File: config.mk
export PLATFORM = sky130hd
export DESIGN_NAME = frame_fifo
export DESIGN_NICKNAME = d
export VERILOG_FILES = /design/src/rtl/frame_fifo.sv
export SDC_FILE = /design/constraint.sdc
export NUM_CORES = 2
export LEC_CHECK = 0
export CORE_MARGIN = 2
export CORE_UTILIZATION = 51
export CTS_BUF_LIST = sky130_fd_sc_hd__clkbuf_16
export DETAILED_ROUTE_END_ITERATION = 6
export GPL_ROUTABILITY_DRIVEN = 0
export PLACE_DENSITY_LB_ADDON = 0.05
export SYNTH_ARGS = -nofsm -noshare
export SYNTH_HDL_FRONTEND = slang
export SYNTH_MEMORY_MAX_BITS = 65536
export SYNTH_SLANG_ARGS = --single-unit
File: constraint.sdc
create_clock -name clk -period 5.6 [get_ports clk]
set_input_delay 1.12 -clock clk [delete_from_list [all_inputs] [get_ports clk]]
set_output_delay 1.12 -clock clk [all_outputs]
set_load 0.005 [all_outputs]
File: src/rtl/frame_fifo.sv
// Store-and-forward frame FIFO: frames become readable only once their last beat
// lands cleanly; errored or overflowing frames are rolled back and counted.
//
// state  | meaning
// S_IDLE | waiting for the first beat of a frame
// S_RECV | mid-frame, beats written speculatively past wr_commit
// S_DROP | frame already rolled back, discarding beats through in_last
module frame_fifo #(
  parameter int DATA_W = 8,
  parameter int ADDR_W = 9,
  parameter int CNT_W  = 16
) (
  input  logic              clk,
  input  logic              rst,
  input  logic [DATA_W-1:0] in_data,
  input  logic              in_valid,
  input  logic              in_last,
  input  logic              in_err,
  output logic [DATA_W-1:0] out_data,
  output logic              out_valid,
  output logic              out_last,
  input  logic              out_ready,
  output logic              empty,
  output logic [ADDR_W:0]   frames_stored,
  output logic [CNT_W-1:0]  frame_cnt,
  output logic [CNT_W-1:0]  drop_cnt
);

  localparam int DEPTH = 1 << ADDR_W;
  localparam logic [ADDR_W:0] FULL_OCC = {1'b1, {ADDR_W{1'b0}}};

  typedef enum logic [1:0] {S_IDLE, S_RECV, S_DROP} state_t;

  logic [DATA_W:0] mem [DEPTH];
  logic [ADDR_W:0] wr_ptr, wr_commit, rd_ptr, commit_q;
  state_t          state, state_nxt;
  logic            err_seen, err_seen_nxt;
  logic            full, do_write, do_commit, do_rollback, load, last_accept;

  assign full        = (wr_ptr - rd_ptr) == FULL_OCC;
  // commit_q adds one cycle so a commit reaches the reader two edges later
  assign load        = (!out_valid || out_ready) && (rd_ptr != commit_q);
  assign last_accept = out_valid && out_ready && out_last;
  assign empty       = (rd_ptr == wr_commit) && !out_valid;

  always_comb begin
    state_nxt    = state;
    err_seen_nxt = err_seen;
    do_write     = 1'b0;
    do_commit    = 1'b0;
    do_rollback  = 1'b0;
    if (in_valid) begin
      case (state)
        S_IDLE, S_RECV: begin
          if (full) begin
            do_rollback  = 1'b1;
            err_seen_nxt = 1'b0;
            state_nxt    = in_last ? S_IDLE : S_DROP;
          end else begin
            do_write = 1'b1;
            if (in_last) begin
              if (in_err || (state == S_RECV && err_seen)) do_rollback = 1'b1;
              else                                         do_commit   = 1'b1;
              err_seen_nxt = 1'b0;
              state_nxt    = S_IDLE;
            end else begin
              err_seen_nxt = in_err || (state == S_RECV && err_seen);
              state_nxt    = S_RECV;
            end
          end
        end
        S_DROP: if (in_last) state_nxt = S_IDLE;
        default: state_nxt = S_IDLE;
      endcase
    end
  end

  always_ff @(posedge clk) begin
    if (do_write && !rst) mem[wr_ptr[ADDR_W-1:0]] <= {in_last, in_data};
  end

  always_ff @(posedge clk) begin
    if (rst) begin
      state         <= S_IDLE;
      err_seen      <= 1'b0;
      wr_ptr        <= '0;
      wr_commit     <= '0;
      rd_ptr        <= '0;
      commit_q      <= '0;
      frame_cnt     <= '0;
      drop_cnt      <= '0;
      frames_stored <= '0;
      out_data      <= '0;
      out_valid     <= 1'b0;
      out_last      <= 1'b0;
    end else begin
      state    <= state_nxt;
      err_seen <= err_seen_nxt;
      commit_q <= wr_commit;

      if (do_rollback)   wr_ptr <= wr_commit;
      else if (do_write) wr_ptr <= wr_ptr + 1'b1;

      if (do_commit) begin
        wr_commit <= wr_ptr + 1'b1;
        if (frame_cnt != {CNT_W{1'b1}}) frame_cnt <= frame_cnt + 1'b1;
      end
      if (do_rollback && drop_cnt != {CNT_W{1'b1}}) drop_cnt <= drop_cnt + 1'b1;

      case ({do_commit, last_accept})
        2'b10:   frames_stored <= frames_stored + 1'b1;
        2'b01:   frames_stored <= frames_stored - 1'b1;
        default: frames_stored <= frames_stored;
      endcase

      if (load) begin
        {out_last, out_data} <= mem[rd_ptr[ADDR_W-1:0]];
        out_valid            <= 1'b1;
        rd_ptr               <= rd_ptr + 1'b1;
      end else if (out_ready) begin
        out_valid <= 1'b0;
        out_last  <= 1'b0;
      end
    end
  end

endmodule

# After elaboration in Yosys (flattened, before gate mapping)
# Memory sizes are Yosys's and may differ from the RTL's. A register that Yosys moved wholly into a read port is not among the register bits.
# Index checks and enable logic that the tools add are counted.
dict set report word_totals {
  wordCells 79
  input_bits 14
  ram_bits 4608
  memories 1
  regBits 95
  output_inout_bits 53
}
# name words width rd rd_ports_with_merged_regs write_ports line
set mem_list {}
lappend mem_list {mem 512 9 1 1 1 34} ;# logic [DATA_W:0] mem [DEPTH];
dict set report op_classes {
  n_addsub 7
  eq_ne 10
  muxes 30
  reduce_logical 19
}
# op count
set op_table {}
lappend op_table {{adder 16 x 1 -> 16 bit, second input constant} 2}
lappend op_table {{!= test 16 bit, second input constant} 2}
lappend op_table {{adder 10 x 1 -> 10 bit, second input constant} 3}
lappend op_table {{2-to-1 mux 1 bit} 21}
lappend op_table {{2-to-1 mux 10 bit} 2}
lappend op_table {{one-hot mux 10 bit (2 select lines)} 1}
lappend op_table {{2-to-1 mux 9 bit} 2}
lappend op_table {{== test 10 bit} 1}
lappend op_table {{== test 10 bit, second input constant} 1}
lappend op_table {{!= test 10 bit} 1}
lappend op_table {{subtractor 10 x 1 -> 10 bit, second input constant} 1}
lappend op_table {{subtractor 10 bit} 1}
lappend op_table {{logical AND 1 bit} 7}
lappend op_table {{2-to-1 mux 2 bit} 3}
lappend op_table {{AND reduction 2 bit} 3}
lappend op_table {{nonzero test 2 bit} 3}
lappend op_table {{== test 2 x 1 -> 1 bit, second input constant} 2}
lappend op_table {{== test 2 bit, second input constant} 2}
lappend op_table {{one-hot mux 2 bit (2 select lines)} 1}
lappend op_table {{zero test 1 bit} 2}
lappend op_table {{zero test 2 bit} 1}
lappend op_table {{logical OR 1 bit} 2}
lappend op_table {{!= test 2 bit, second input constant} 1}
lappend op_table {{OR reduction 2 bit} 1}

# Longest topological paths before layout
dict set report depth {
  word_depth 10
  depth_mapped 22
  depth_no_buf 21
}

# Least setup slack after synthesis
# Ideal clock, no wire load.
dict set report synth_path {
  kind {register to register}
  start {register rd_ptr[1]}
  end {register frames_stored[9]}
  required_ns 5.472
  t_arrival_ns 4.500
  n_path_buf 1
  path_stages_with_launch 23
  setup_ns 0.128
  synth_period_minus_slack_ns 4.628
  setup_slack_ns 0.972
  cell_sequence {dfxtp_1 > inv_1 > ha_1 > nor2b_1 > o21ai_1 > nand2b_1 > or3_1 > a211o_1 > a2111oi_4 > nor3_1 > inv_1 > buf_2 > ha_1 > ha_1 > a21o_1 > a21oi_1 > o21bai_1 > a211oi_1 > o311ai_0 > xnor2_1 > nor2_1 > xnor2_1 > nor2_1}
}
dict set report synth_via {
  elab_chain_cells 7
  word_cells_on_any_way 9
  classes_between {add/sub: 1; eq/ne: 3; mux: 4; reduce/logical: 1}
}
# item line
set synth_rtl {}
lappend synth_rtl {{from (decl)} 35} ;# logic [ADDR_W:0] wr_ptr, wr_commit, rd_ptr, commit_q;
lappend synth_rtl {{from (signal assigned)} 119} ;# rd_ptr <= rd_ptr + 1'b1;
lappend synth_rtl {{subtractor 10 bit *} 40} ;# assign full = (wr_ptr - rd_ptr) == FULL_OCC;
lappend synth_rtl {{== test 10 bit *} 40}
lappend synth_rtl {{2-to-1 mux 1 bit *} 55} ;# if (full) begin
lappend synth_rtl {{2-to-1 mux 1 bit *} 53} ;# case (state)
lappend synth_rtl {{2-to-1 mux 1 bit *} 52} ;# if (in_valid) begin
lappend synth_rtl {{== test 2 x 1 -> 1 bit / == test 2 bit (equally long branches)} 110} ;# case ({do_commit, last_accept})
lappend synth_rtl {{one-hot mux 10 bit (2 select lines) / nonzero test 2 bit (equally long branches)} --}
lappend synth_rtl {{to (signal assigned)} 111} ;# 2'b10: frames_stored <= frames_stored + 1'b1;
lappend synth_rtl {{to (signal assigned)} 112} ;# 2'b01: frames_stored <= frames_stored - 1'b1;
lappend synth_rtl {{to (signal assigned)} 113} ;# default: frames_stored <= frames_stored;
lappend synth_rtl {{to (decl)} 24} ;# output logic [ADDR_W:0] frames_stored,
# Mark *: on every way between the ends. The rest lies on a longest branch, timed or not.
# A chain may end at the register's enable or synchronous reset.

==> results.py <==
metrics = {
    "run_status": {
        "status": "finished with violations",
        "violations": "capacitance limit",
    },
    "detailed_routing": {
        "antenna_left": 0,
        "wirelength_um": 522000,
        "drc_errors": 0,
        "vias": 92795,
        "viasPerCell": 6.40,
        "routedWlPerCell_um": 36.0,
        "firstDrtPassIters": 6,
        "dr.first_iter.drc_count": 12776,
    },
    "setup_path": {
        "worstPathArrival_ns": 6.11,
        "critPathMaxStageDelay_ns": 1.23,
        "crit_chain": "buf_12 > buf_4 > mux4_2 > mux2i_1 > a2111oi_0 > o221ai_1 > nor4_1 > a22oi_1 > o21ai_1",
        "required_ns": 6.53,
        "critical_path_class": "flop to flop",
        "slowest_stage": "nor4_1",
        "startpoint_type": "flop",
        "cp_max_fo": 32,
        "path_buf_inv": 2,
        "worst_path_dominant_cell_family": "compound AO/OA/AOI/OAI gates",
        "critPathCaptureType": "flop",
    },
    "timing": {
        "postLayoutSetupSlackWorst_ns": 0.424,
        "slew_headroom_pct": 0.751,
        "setup_viol": 0,
        "timing.setup.tns_ns": 0,
        "rsz0062_at_grt": "no",
        "period_share_pct": 92.4,
        "worst_slew_pin_slew_ns": 1.48,
        "slew_violations": 0,
        "fmax_mhz": 193,
        "finalCriticalPeriod_ns": 5.18,
        "hold_viol": 0,
        "clock_skew_ns": 0.0501,
    },
    "clocking": {
        "cts.repair.resized": 0,
        "cts_buffers": 481,
        "cts.path.max_buffers": 4,
        "ctsRootBufferMaster": "clkbuf_16",
        "clkSinkCount": 4712,
        "cts_hold_buf": 0,
        "cts_max_level": 5,
        "insertion_delay_ns": 1.02,
        "post_cts_buffers": 0,
        "cts_tree": "built",
        "clk_pin_slew_ns": 0.06,
    },
    "grt": {
        "antenna_found_initial": 33,
        "grt_max_degree": 177,
        "grt_usage_pct": 28.7,
        "grt_pass1_vias": 91845,
        "grt_pass1_wl_um": 732000,
        "grt_overflow": 0,
    },
    "synth": {
        "yosysUniqueCellTypes": 76,
        "avgSynthCellArea_sq_um": 21.2,
        "yosysWarnings": 0,
        "synth_top_family_by_area": "multiplexers",
        "synthAdderAreaFrac_pct": 0.181,
        "synth-xor-area-share_pct": 0.357,
        "synth_edf_count": 4608,
        "synth_top_flop_cell": "edfxtp_1",
        "syn_inst": 8701,
        "ys_ff_latch": 4712,
        "synth-seq-area-share_pct": 76.3,
        "ys_async_sr_fraction_pct": 0,
        "synth_area_sq_mm": 0.184,
        "synth_nets": 8741,
        "synth_compound_gate_area_share_pct": 1.77,
        "synthMuxAreaShare_pct": 16.5,
        "yosys.area_share.simple_pct": 3.29,
    },
    "die": {
        "initial_utilization_pct": 51.2,
        "ioPinCount": 67,
        "die_h_um": 605,
        "fp.dieArea_sq_mm": 0.366,
        "num_rows": 220,
        "fp.coreArea_sq_mm": 0.359,
        "die_w_um": 605,
    },
    "cells_and_area": {
        "stdcell_area_sq_mm": 0.209,
        "nets": 9330,
        "final_cell_mix": "4608 x edfxtp_1, 1258 x mux4_2, 653 x nor2_1, 494 x clkbuf_16, 472 x buf_4",
        "drive_gt1_share_pct": 26.6,
        "mostFrequentLayoutCell": "edfxtp_1",
        "area_delta_synth_final_pct": 13.6,
    },
    "placement": {
        "dp_hpwl_um": 334000,
        "portBuffers": 66,
        "pre_cts_ws_ns": 0.265,
        "dpl-instance-area_sq_mm": 0.193,
    },
    "pwr": {
        "power_density_mw_per_mm2": 420,
        "vdd_drop_max_v": 0.000307,
        "p_leak_nw": 64.6,
    },
    "job": {
        "timing.max_cap.violations": 1,
    },
    "min_path": {
        "hold_path.class": "flop to flop",
    },
}
## where the power goes
part           internal (W)  leakage [nW]  switching (W)
sequential           0.0388          42.2       0.000276
combinational       0.00762          14.2        0.00906
clock                0.0186          8.10         0.0136
total                0.0650          64.6         0.0229
## kinds of logic after synthesis
logic type / after synthesis
fa+ha+maj: 26
buf+inv: 537
xor+xnor: 75
compound gates: 481
flops: 4712
simple gates: 1413
mux: 1457
## metal layers
| metal | GRT usage, % | part of all wire, % | up-vias | routed length [um] |
|---|---|---|---|---|
| li1 | - | - | 37346 | - |
| met1 | 42.5 | 41 | 49926 | 215000 |
| met2 | 43.5 | 46 | 4745 | 241000 |
| met3 | 5.64 | 9.2 | 772 | 48000 |
| met4 | 8.94 | 3.5 | 6 | 18400 |
| met5 | 0 | 0.0075 | - | 39 |
## state kept, by name (all words and copies together) (netlist names), named ones only
name / cells
mem: 4608
drop_cnt: 16
frame_cnt: 16
commit_q: 10
frames_stored: 10
rd_ptr: 10
wr_commit: 10
wr_ptr: 10
out_data: 8
state: 2
err_seen: 1
out_last: 1
out_valid: 1
## metrics by stage
step	hold slack (ns)	util, %	power (W)	cells
6_report	0.455	58.2	0.0879	14501
5_1_grt	0.485	58.2	0.0905	14483
4_1_cts	0.461	58.2	0.0885	14482
3_5_place_dp	0.452	53.8	0.0566	13580
3_3_place_gp	0.445	53.8	0.0566	13579
2_1_floorplan	0.433	-	0.0509	8701
## tightest hold or removal path, stage by stage (launching register included)
cell and delay (ns):
dfxtp_1 0.31, nand2_1 0.05, a21oi_1 0.05
## layout make-up
type / count / area, sq um
Timing Repair Buffer: 615 / 5810
Fill cell: 26127 / 150000
Multi-Input combinational cell: 3452 / 40800
Inverter: 28 / 123
Clock inverter: 408 / 3540
Antenna cell: 19 / 47.5
Clock buffer: 494 / 12400
Sequential cell: 4712 / 140000
Tap cell: 4773 / 5970
## final timing paths
kind                               from                       end  slack [ns]  cells past startpoint
setup / recovery                   flop  out_data[4]$_SDFFE_PP0P_        0.42                      9
setup reg to reg                   flop  out_data[4]$_SDFFE_PP0P_        0.42                      9
hold / removal    err_seen$_SDFFE_PP0P_     err_seen$_SDFFE_PP0P_        0.45                      2
hold reg to reg   err_seen$_SDFFE_PP0P_     err_seen$_SDFFE_PP0P_        0.45                      2
## Yosys cell counts, types with 41 or more instances
master / instances / area (sq um)
nor2_1: 661 / 2480
mux4_2: 1258 / 28300
nor2b_1: 47 / 294
clkbuf_1: 141 / 529
buf_1: 55 / 206
nand2_1: 406 / 1520
a211oi_1: 55 / 413
and3_1: 41 / 257
a21oi_1: 93 / 465
dfxtp_1: 104 / 2080
nor3_1: 55 / 275
buf_2: 155 / 776
nand3_1: 72 / 360
buf_4: 114 / 856
edfxtp_1: 4608 / 138000
o22ai_1: 65 / 407
o21ai_0: 70 / 350
mux2i_1: 179 / 1790
No activity file was read; power rests on OpenSTA's default activity.
